**config.mk**
```make
export PLATFORM = sky130hd
export DESIGN_NAME = ahb_burst_master
export DESIGN_NICKNAME = d
export VERILOG_FILES = /design/src/rtl/ahb_pkg.sv /design/src/rtl/ahb_addr_gen.sv /design/src/rtl/ahb_burst_master.sv
export SDC_FILE = /design/constraint.sdc
export NUM_CORES = 1
export LEC_CHECK = 0
export ABC_AREA = 0
export CAP_MARGIN = 20
export CORE_MARGIN = 2
export CORE_UTILIZATION = 44
export DETAILED_ROUTE_END_ITERATION = 16
export PLACE_DENSITY = 0.82
export SLEW_MARGIN = 20
export SYNTH_ARGS = -nofsm -noshare
export SYNTH_HDL_FRONTEND = slang
export SYNTH_SLANG_ARGS = --single-unit
```
**constraint.sdc**
```tcl
create_clock -name hclk -period 4.03 [get_ports hclk]
set_clock_uncertainty 0.2 [all_clocks]
set_input_delay 0.806 -clock hclk [delete_from_list [all_inputs] [get_ports hclk]]
set_output_delay 0.806 -clock hclk [all_outputs]
set_load 0.005 [all_outputs]
```
**src/rtl/ahb_pkg.sv**
```systemverilog
// ahb_pkg: shared AHB-Lite encodings for the burst master.
//   HTRANS_*   transfer type codes
//   HBURST_*   supported burst codes (SINGLE, INCR4/8/16)
//   HRESP_*    slave response codes
//   state_t    master FSM encoding
//   burst_beats() maps a burst code to its beat count; 0 marks an unsupported code
package ahb_pkg;

  localparam logic [1:0] HTRANS_IDLE   = 2'b00;
  localparam logic [1:0] HTRANS_BUSY   = 2'b01;
  localparam logic [1:0] HTRANS_NONSEQ = 2'b10;
  localparam logic [1:0] HTRANS_SEQ    = 2'b11;

  localparam logic [2:0] HBURST_SINGLE = 3'b000;
  localparam logic [2:0] HBURST_INCR4  = 3'b011;
  localparam logic [2:0] HBURST_INCR8  = 3'b101;
  localparam logic [2:0] HBURST_INCR16 = 3'b111;

  localparam logic HRESP_OKAY  = 1'b0;
  localparam logic HRESP_ERROR = 1'b1;

  typedef enum logic [2:0] {
    S_IDLE,
    S_ADDR,
    S_BURST,
    S_LAST,
    S_ERR
  } state_t;

  function automatic logic [4:0] burst_beats(input logic [2:0] burst);
    case (burst)
      HBURST_SINGLE: return 5'd1;
      HBURST_INCR4:  return 5'd4;
      HBURST_INCR8:  return 5'd8;
      HBURST_INCR16: return 5'd16;
      default:       return 5'd0;
    endcase
  endfunction

endpackage

```
**src/rtl/ahb_addr_gen.sv**
```systemverilog
// ahb_addr_gen: beat address/counter generator and command legality check.
//   hclk, hresetn   clock, async active-low reset
//   load            capture cmd_addr/cmd_size/cmd_burst at command acceptance
//   step            an address phase completed: advance address, count a beat
//   cmd_*           command fields, checked combinationally
//   addr            current beat address (drives haddr)
//   last_beat       the beat currently in its address phase is the final one
//   cmd_ok          command is legal: known burst, size fits bus, aligned,
//                   burst stays inside one 1 KB region
// ADDR_W must be at least 10 (the 1 KB check looks at cmd_addr[9:0]).
module ahb_addr_gen
  import ahb_pkg::*;
#(
  parameter int DATA_W = 32,
  parameter int ADDR_W = 32
) (
  input  logic              hclk,
  input  logic              hresetn,
  input  logic              load,
  input  logic              step,
  input  logic [ADDR_W-1:0] cmd_addr,
  input  logic [2:0]        cmd_size,
  input  logic [2:0]        cmd_burst,
  output logic [ADDR_W-1:0] addr,
  output logic              last_beat,
  output logic              cmd_ok
);

  logic [4:0]  beats, cnt;
  logic [2:0]  size_q;
  logic [11:0] bytes, span, end_off;
  logic [6:0]  mask;
  logic        size_ok, aligned, crosses;

  // 12 bits cover the worst case: 16 beats of 128 bytes plus a 1023 offset.
  always_comb begin
    beats   = burst_beats(cmd_burst);
    bytes   = 12'd1 << cmd_size;
    span    = {7'd0, beats} << cmd_size;
    end_off = {2'd0, cmd_addr[9:0]} + span;
    mask    = bytes[6:0] - 7'd1;
    size_ok = bytes <= 12'(DATA_W / 8);
    aligned = (cmd_addr[6:0] & mask) == 7'd0;
    crosses = end_off > 12'd1024;
    cmd_ok  = (beats != 5'd0) && size_ok && aligned && !crosses;
  end

  // Counter loads the beat count and reaches 0 after the final address phase.
  always_ff @(posedge hclk or negedge hresetn) begin
    if (!hresetn) begin
      addr   <= '0;
      cnt    <= '0;
      size_q <= '0;
    end else if (load) begin
      addr   <= cmd_addr;
      cnt    <= beats;
      size_q <= cmd_size;
    end else if (step) begin
      addr <= addr + (ADDR_W'(1) << size_q);
      cnt  <= cnt - 5'd1;
    end
  end

  assign last_beat = (cnt == 5'd1);

endmodule

```
**src/rtl/ahb_burst_master.sv**
```systemverilog
// ahb_burst_master: AHB-Lite master issuing one SINGLE/INCR4/8/16 burst per
// local command, with pipelined address/data phases, wait states, two-cycle
// ERROR abort and 1 KB / alignment / size rejection.
//   hclk, hresetn           clock, async active-low reset
//   cmd_valid/cmd_ready     command handshake (ready only in IDLE)
//   cmd_addr/write/size/burst  command fields
//   wd_pop, wdata           write beat consumed in the cycle wd_pop is high
//   rd_valid, rd_data       read beat strobe and data
//   done, err               completion pulse; err marks rejection or ERROR
//   haddr..hwdata           AHB master outputs
//   hready, hresp, hrdata   AHB slave responses
module ahb_burst_master
  import ahb_pkg::*;
#(
  parameter int         DATA_W    = 32,
  parameter int         ADDR_W    = 32,
  parameter logic [3:0] HPROT_DEF = 4'b0011
) (
  input  logic              hclk,
  input  logic              hresetn,
  input  logic              cmd_valid,
  output logic              cmd_ready,
  input  logic [ADDR_W-1:0] cmd_addr,
  input  logic              cmd_write,
  input  logic [2:0]        cmd_size,
  input  logic [2:0]        cmd_burst,
  output logic              wd_pop,
  input  logic [DATA_W-1:0] wdata,
  output logic              rd_valid,
  output logic [DATA_W-1:0] rd_data,
  output logic              done,
  output logic              err,
  output logic [ADDR_W-1:0] haddr,
  output logic [1:0]        htrans,
  output logic              hwrite,
  output logic [2:0]        hsize,
  output logic [2:0]        hburst,
  output logic [3:0]        hprot,
  output logic              hmastlock,
  output logic [DATA_W-1:0] hwdata,
  input  logic              hready,
  input  logic              hresp,
  input  logic [DATA_W-1:0] hrdata
);

  state_t state, nstate;
  logic   load, step, last_beat, cmd_ok;
  logic   done_d, err_d, dphase, err_first;

  ahb_addr_gen #(
    .DATA_W (DATA_W),
    .ADDR_W (ADDR_W)
  ) u_addr_gen (
    .hclk      (hclk),
    .hresetn   (hresetn),
    .load      (load),
    .step      (step),
    .cmd_addr  (cmd_addr),
    .cmd_size  (cmd_size),
    .cmd_burst (cmd_burst),
    .addr      (haddr),
    .last_beat (last_beat),
    .cmd_ok    (cmd_ok)
  );

  assign cmd_ready = (state == S_IDLE);
  assign hprot     = HPROT_DEF;
  assign hmastlock = 1'b0;

  // A data phase is outstanding exactly in BURST (previous beat) and LAST.
  assign dphase    = (state == S_BURST) || (state == S_LAST);
  // First ERROR cycle: slave stalls with ERROR on the outstanding data phase.
  assign err_first = dphase && !hready && (hresp == HRESP_ERROR);

  assign wd_pop   = step && hwrite;
  assign rd_valid = dphase && !hwrite && hready && (hresp == HRESP_OKAY);
  assign rd_data  = rd_valid ? hrdata : '0;

  always_ff @(posedge hclk or negedge hresetn) begin
    if (!hresetn) state <= S_IDLE;
    else          state <= nstate;
  end

  always_comb begin
    nstate = state;
    htrans = HTRANS_IDLE;
    load   = 1'b0;
    step   = 1'b0;
    done_d = 1'b0;
    err_d  = 1'b0;
    case (state)
      S_IDLE: begin
        if (cmd_valid) begin
          if (cmd_ok) begin
            load   = 1'b1;
            nstate = S_ADDR;
          end else begin
            done_d = 1'b1;
            err_d  = 1'b1;
          end
        end
      end
      S_ADDR: begin
        htrans = HTRANS_NONSEQ;
        if (hready) begin
          step   = 1'b1;
          nstate = last_beat ? S_LAST : S_BURST;
        end
      end
      S_BURST: begin
        htrans = HTRANS_SEQ;
        if (err_first) begin
          nstate = S_ERR;
        end else if (hready) begin
          step   = 1'b1;
          nstate = last_beat ? S_LAST : S_BURST;
        end
      end
      S_LAST: begin
        if (err_first) begin
          nstate = S_ERR;
        end else if (hready) begin
          done_d = 1'b1;
          nstate = S_IDLE;
        end
      end
      S_ERR: begin
        // htrans IDLE here cancels the SEQ still pending on the bus.
        done_d = 1'b1;
        err_d  = 1'b1;
        nstate = S_IDLE;
      end
      default: nstate = S_IDLE;
    endcase
  end

  always_ff @(posedge hclk or negedge hresetn) begin
    if (!hresetn) begin
      done   <= 1'b0;
      err    <= 1'b0;
      hwrite <= 1'b0;
      hsize  <= '0;
      hburst <= '0;
      hwdata <= '0;
    end else begin
      done <= done_d;
      err  <= err_d;
      if (load) begin
        hwrite <= cmd_write;
        hsize  <= cmd_size;
        hburst <= cmd_burst;
      end
      if (wd_pop) hwdata <= wdata;
    end
  end

endmodule

```
## Yosys cells after proc, flatten, opt, wreduce, memory -nomap -nowiden

Cells that the tools add are included.

| word-level totals | value |
|---|---|
| bits in registers | 81 |
| input port bits | 108 |
| output and inout bits | 115 |
| logic and storage cells | 75 |

| cells by class | value |
|---|---|
| $add $sub $neg | 4 |
| magnitude comparators | 2 |
| eq/ne operators | 11 |
| shift-type cells | 3 |
| mux-type cells | 25 |
| bitwise gates (word level) | 2 |
| reduce and logical (&&, ||, !) cells | 19 |

Operators by type and width:

| cell | number |
|---|---|
| $mux W32 | 3 |
| $add A32 B32 Y32 | 1 |
| $shl A1 B3 Y32 const A | 1 |
| $pmux W5 S4 | 1 |
| $mux W3 | 6 |
| $add A10 B12 Y12 | 1 |
| $gt A12 B11 Y1 const B | 1 |
| $le A12 B3 Y1 const B | 1 |
| $pmux W3 S4 | 1 |
| $shl A1 B3 Y12 const A | 1 |
| $shl A5 B3 Y12 | 1 |
| $mux W5 | 2 |
| $eq A3 B2 Y1 const B | 3 |
| $eq A3 B3 Y1 const B | 3 |
| $logic_and A1 B1 Y1 | 9 |
| $mux W1 | 8 |
| $and A7 B7 Y7 | 1 |
| $logic_not A7 Y1 | 1 |
| $sub A7 B1 Y7 const B | 1 |
| $logic_not A3 Y1 | 2 |
| $eq A5 B1 Y1 const B | 1 |
| $reduce_bool A5 Y1 | 1 |
| $sub A5 B1 Y5 const B | 1 |
| $pmux W1 S2 | 2 |
| other kinds (11) | 13 |

## Depth between registers and ports, before layout

| logic depth | value |
|---|---|
| word-level depth | 11 |
| gate-level depth with buffers | 18 |

## By module

A second synthesis with hierarchy kept.

| second synthesis, totals | value |
|---|---|
| cell total of the unflattened synthesis | 597 |
| area total of the unflattened synthesis | 5556.6 um^2 |

Modules (own cells, without submodules):

| module | times used | cells an instance | area each (um^2) | seq. area each (um^2) |
|---|---|---|---|---|
| ahb_addr_gen | 1 | 437 | 3513.4 | 1001.0 |
| ahb_burst_master | 1 | 160 | 2043.2 | 1101.1 |

## Worst setup path after synthesis

No wires, ideal clock.

| timing path | value |
|---|---|
| kind | input-to-reg |
| start point | input port cmd_size[0] |
| end point | register u_addr_gen.addr[10] |
| setup time | 0.126 ns |
| data arrival time | 3.787 ns |
| slack | -0.083 ns |
| cell stages on the path | 15 |
| buffers on the path | 4 |
| path through | clkbuf_1 -> clkbuf_1 -> nor4_1 -> ha_1 -> fa_1 -> a21oi_1 -> nor2_1 -> o2111ai_1 -> and3_1 -> a2111oi_4 -> a21o_4 -> and2_1 -> buf_4 -> buf_6 -> a221o_1 |

| between the ends | value |
|---|---|
| longest elaborated chain between the ends | 10 |
| elaborated cells between the ends (all ways) | 17 |

Ends and longest elaborated chain:

| item | line | RTL |
|---|---|---|
| from (decl) | ahb_burst_master.sv:25 | `input logic [2:0] cmd_size,` |
| parallel branches: the longest is 5 deep, another holds $add A10 B12 Y12 | n/a |  |
| $logic_and A1 B1 Y1 (*) | ahb_addr_gen.sv:45 | `cmd_ok = (beats != 5'd0) && size_ok && aligned && !crosses;` |
| $mux W1 (*) | ahb_burst_master.sv:94 | `if (cmd_ok) begin` |
| $mux W1 (*) | ahb_burst_master.sv:93 | `if (cmd_valid) begin` |
| $mux W1 (*) | ahb_burst_master.sv:91 | `case (state)` |
| $mux W32 or $reduce_bool A2 Y1 (tied branches) | n/a |  |
| to (signal assigned) | ahb_addr_gen.sv:55 | `addr <= cmd_addr;` |
| to (signal assigned) | ahb_addr_gen.sv:59 | `addr <= addr + (ADDR_W'(1) << size_q);` |
| to (decl) | ahb_addr_gen.sv:24 | `output logic [ADDR_W-1:0] addr,` |

Every way passes the cells marked *.
A chain may end at the register's enable or synchronous reset.

## Worst setup path in the final report

| timing path | value |
|---|---|
| start point | input port cmd_size[1] |
| end point | register u_addr_gen.addr[1] |

The elaborated chain is that of the path after synthesis.

==> impl_metrics.ini <==
[outcome]
status = finished clean

[timing]
slew_headroom = 0.372
fmax_mhz = 255
hold_violations = 0
worst_pin_slew_ps = 932
period_share = 0.971
setup-violations-final = 0
fin_ws_ps = 116
hold_ws_ps = 305
drv_slew = 0
period_needed_ps = 3910
tns_ps = 0

[setup_path]
crit_path_max_fanout = 13
worstSetupStartpointType = primary input
worstSetupEndpointType = flip-flop
reg2reg_to = u_addr_gen.addr[31]
endpoint = u_addr_gen.addr[1]
worstSetupStartpoint = cmd_size[1]
path_class = primary input to flip-flop
required_ps = 4030
reg2reg_depth = 11
reg2reg_slack_ps = 290
crit_arrival_ps = 3920
r2r-start = u_addr_gen.size_q[1]

[route]
wl_met3_mm = 1.07
ant_nets = 0
viasPerCell = 5.59
dr.first_iter.drc_count = 313
firstDrtPassIters = 5
vias = 5413
met2_wirelength_mm = 8.85
totalWireLength_mm = 17.0
highest_layer = met4
drcViolationCount = 0
avgRoutedWirePerCell_um = 17.6
m1WireLength_mm = 6.78

[placement]
place_area_um2 = 7870
gp_congestion = 0.890
dp.cells = 943
dp_hpwl_mm = 12.8
preCtsSetupSlack_ps = -663
io_buffers = 217

[clocking]
cts_tree = built
clk_latency_ps = 320
clockBufferDepth = 2
hold_buffers = 0
clk_pin_slew_worst_paths_ps = 70
root_buffer = clkbuf_16
htree_num_levels = 3
cts_sinks = 81
cts_inserted_buffers = 9

[logic_synthesis]
synth_warnings = 0
ys_seq_elements = 81
syn_inst = 562
seq_area_frac_synth = 0.384
syn_avg_cell_area_um2 = 9.40
synth_edf_count = 0
yosysUniqueCellTypes = 63
syn_area_um2 = 5280
ys_async_sr_fraction = 1.00
synth_ff_type = dfrtp_1

[pwr]
ir_worst_vdd_mv = 0.250
finalPower_mw = 4.61
pwr_density_cell_nw_per_um2 = 546
p_leak_nw = 3.66

[global_route]
grt_start_max_net_pins = 82
antenna_found_initial = 0
track_usage = 0.257
overflow = 0
grt_pass1_vias = 5395
grt_pass1_wl_mm = 26.7

[die]
dieWidth_um = 114
die-area_um2 = 12900
ios = 223
rows = 40
start_util = 0.445
die_height_um = 114
core_area_um2 = 11900

[finish]
nets = 946
drive_above_1_share = 0.199
final_core_util = 0.712
fin_cells = 968
fill_cells = 879
diodes = 0
final_area_um2 = 8440
syn_to_final_growth_pct = 59.8

[flow_run]
cap_violations = 0

[worst_hold_path]
min_path_type = flip-flop to flip-flop
==> layout make-up <==
type / instances / area (um^2) / area share
clock buffer: 10 / 229 / 0.0271
clock inverter: 6 / 68.8 / 0.00815
inverter: 12 / 45.0 / 0.00533
multi-input combinational: 438 / 3240 / 0.384
sequential: 81 / 2030 / 0.240
tap: 147 / 184 / 0.0218
timing repair buffer: 274 / 2650 / 0.314
==> power by group <==
part	total [mW]	internal, mW	leakage [nW]	switching [mW]
registers	1.56	1.20	1.01	0.365
clock network	0.820	0.483	0.143	0.337
logic	2.23	1.37	2.51	0.865
==> cell families after synthesis <==
logic type,Yosys count,synth area share
simple gates,232,0.226
compound gates,124,0.182
flops,81,0.384
buf+inv,46,0.0417
mux,42,0.0888
fa+ha+maj,22,0.0549
xor+xnor,13,0.0215
other cells,2,0.00142
==> how the worst min path moves through the flow <==
stage	startpoint	to	slack (ps)	cells past startpoint
after global placement	hwdata[30]	hwdata[30]	290	1
after floorplan	u_addr_gen.cnt[3]	u_addr_gen.cnt[3]	290	1
after global routing	hwdata[27]	hwdata[27]	320	1
final	hwdata[13]	hwdata[13]	300	1
after CTS	hwdata[13]	hwdata[13]	310	1
after detailed placement	hwdata[13]	hwdata[13]	290	1
==> synthesized netlist by cell type (3+ instances only) <==
library cell | count | share of area
nor3b_1 | 3 | 0.0043
o21bai_1 | 3 | 0.0043
a211o_1 | 4 | 0.0066
a21oi_1 | 17 | 0.016
o21ai_0 | 16 | 0.015
a221o_1 | 20 | 0.038
nand2b_1 | 6 | 0.0071
a31oi_1 | 8 | 0.0095
a21o_1 | 15 | 0.021
o21a_1 | 4 | 0.0057
nor4_1 | 3 | 0.0036
mux2_2 | 39 | 0.083
ha_1 | 20 | 0.047
nand3_1 | 23 | 0.022
o22ai_1 | 3 | 0.0036
nor2b_1 | 10 | 0.012
and3_1 | 13 | 0.015
buf_4 | 8 | 0.011
inv_1 | 12 | 0.0085
xnor2_1 | 7 | 0.012
o211ai_1 | 4 | 0.0057
xor2_1 | 6 | 0.0099
nand2_1 | 45 | 0.032
mux2i_1 | 3 | 0.0057
o21ai_1 | 3 | 0.0028
and2_1 | 40 | 0.047
o2111ai_1 | 3 | 0.0050
clkbuf_1 | 20 | 0.014
a211oi_1 | 3 | 0.0043
nor2_1 | 48 | 0.034
and4b_1 | 3 | 0.0057
dfrtp_1 | 81 | 0.38
nor3_1 | 26 | 0.025
==> worst max-delay path: stages <==
cell,delay (ps)
buf_2,190
nand2b_1,250
nor3_4,70
buf_4,140
buf_4,120
fa_2,380
a21oi_2,240
nor2_1,80
o31ai_2,210
o2111ai_2,190
a2111oi_4,440
a31o_4,280
nor2_2,70
buf_12,150
a221o_1,290
==> sequential cells by signal, summed over array words and instances (netlist names) <==
register / count
hwdata: 32
done: 1
u_addr_gen.cnt: 5
u_addr_gen.addr: 32
err: 1
hburst: 3
u_addr_gen.size_q: 3
state: 3
hwrite: 1
==> cells in the final DEF, fill, tap and decap left out, types with 20 or more instances in the layout <==
cell,synthesis,layout
a221o_1,20,20
and2_1,40,39
buf_4,8,47
clkdlybuf4s50_1,0,210
dfrtp_1,81,81
mux2_2,39,39
nand2_1,45,43
nand3_1,23,23
nor2_1,48,46
nor3_1,26,22
==> what timing repair did <==
action | in CTS | in global routing
resized for setup | 37 | 26
setup buffers | 5 | 3
gates cloned | 0 | 1
pin swaps | 13 | 13
setup endpoints to repair | 47 | 47
==> routing by layer <==
| layer | vias to the layer above | GRT usage |
|---|---|---|
| li1 | 2540 | - |
| met1 | 2604 | 0.323 |
| met3 | 26 | 0.0420 |
| met2 | 243 | 0.458 |
| met4 | 0 | 0.0756 |
| met5 | - | 0 |
Power figures use the tool's default switching activity.
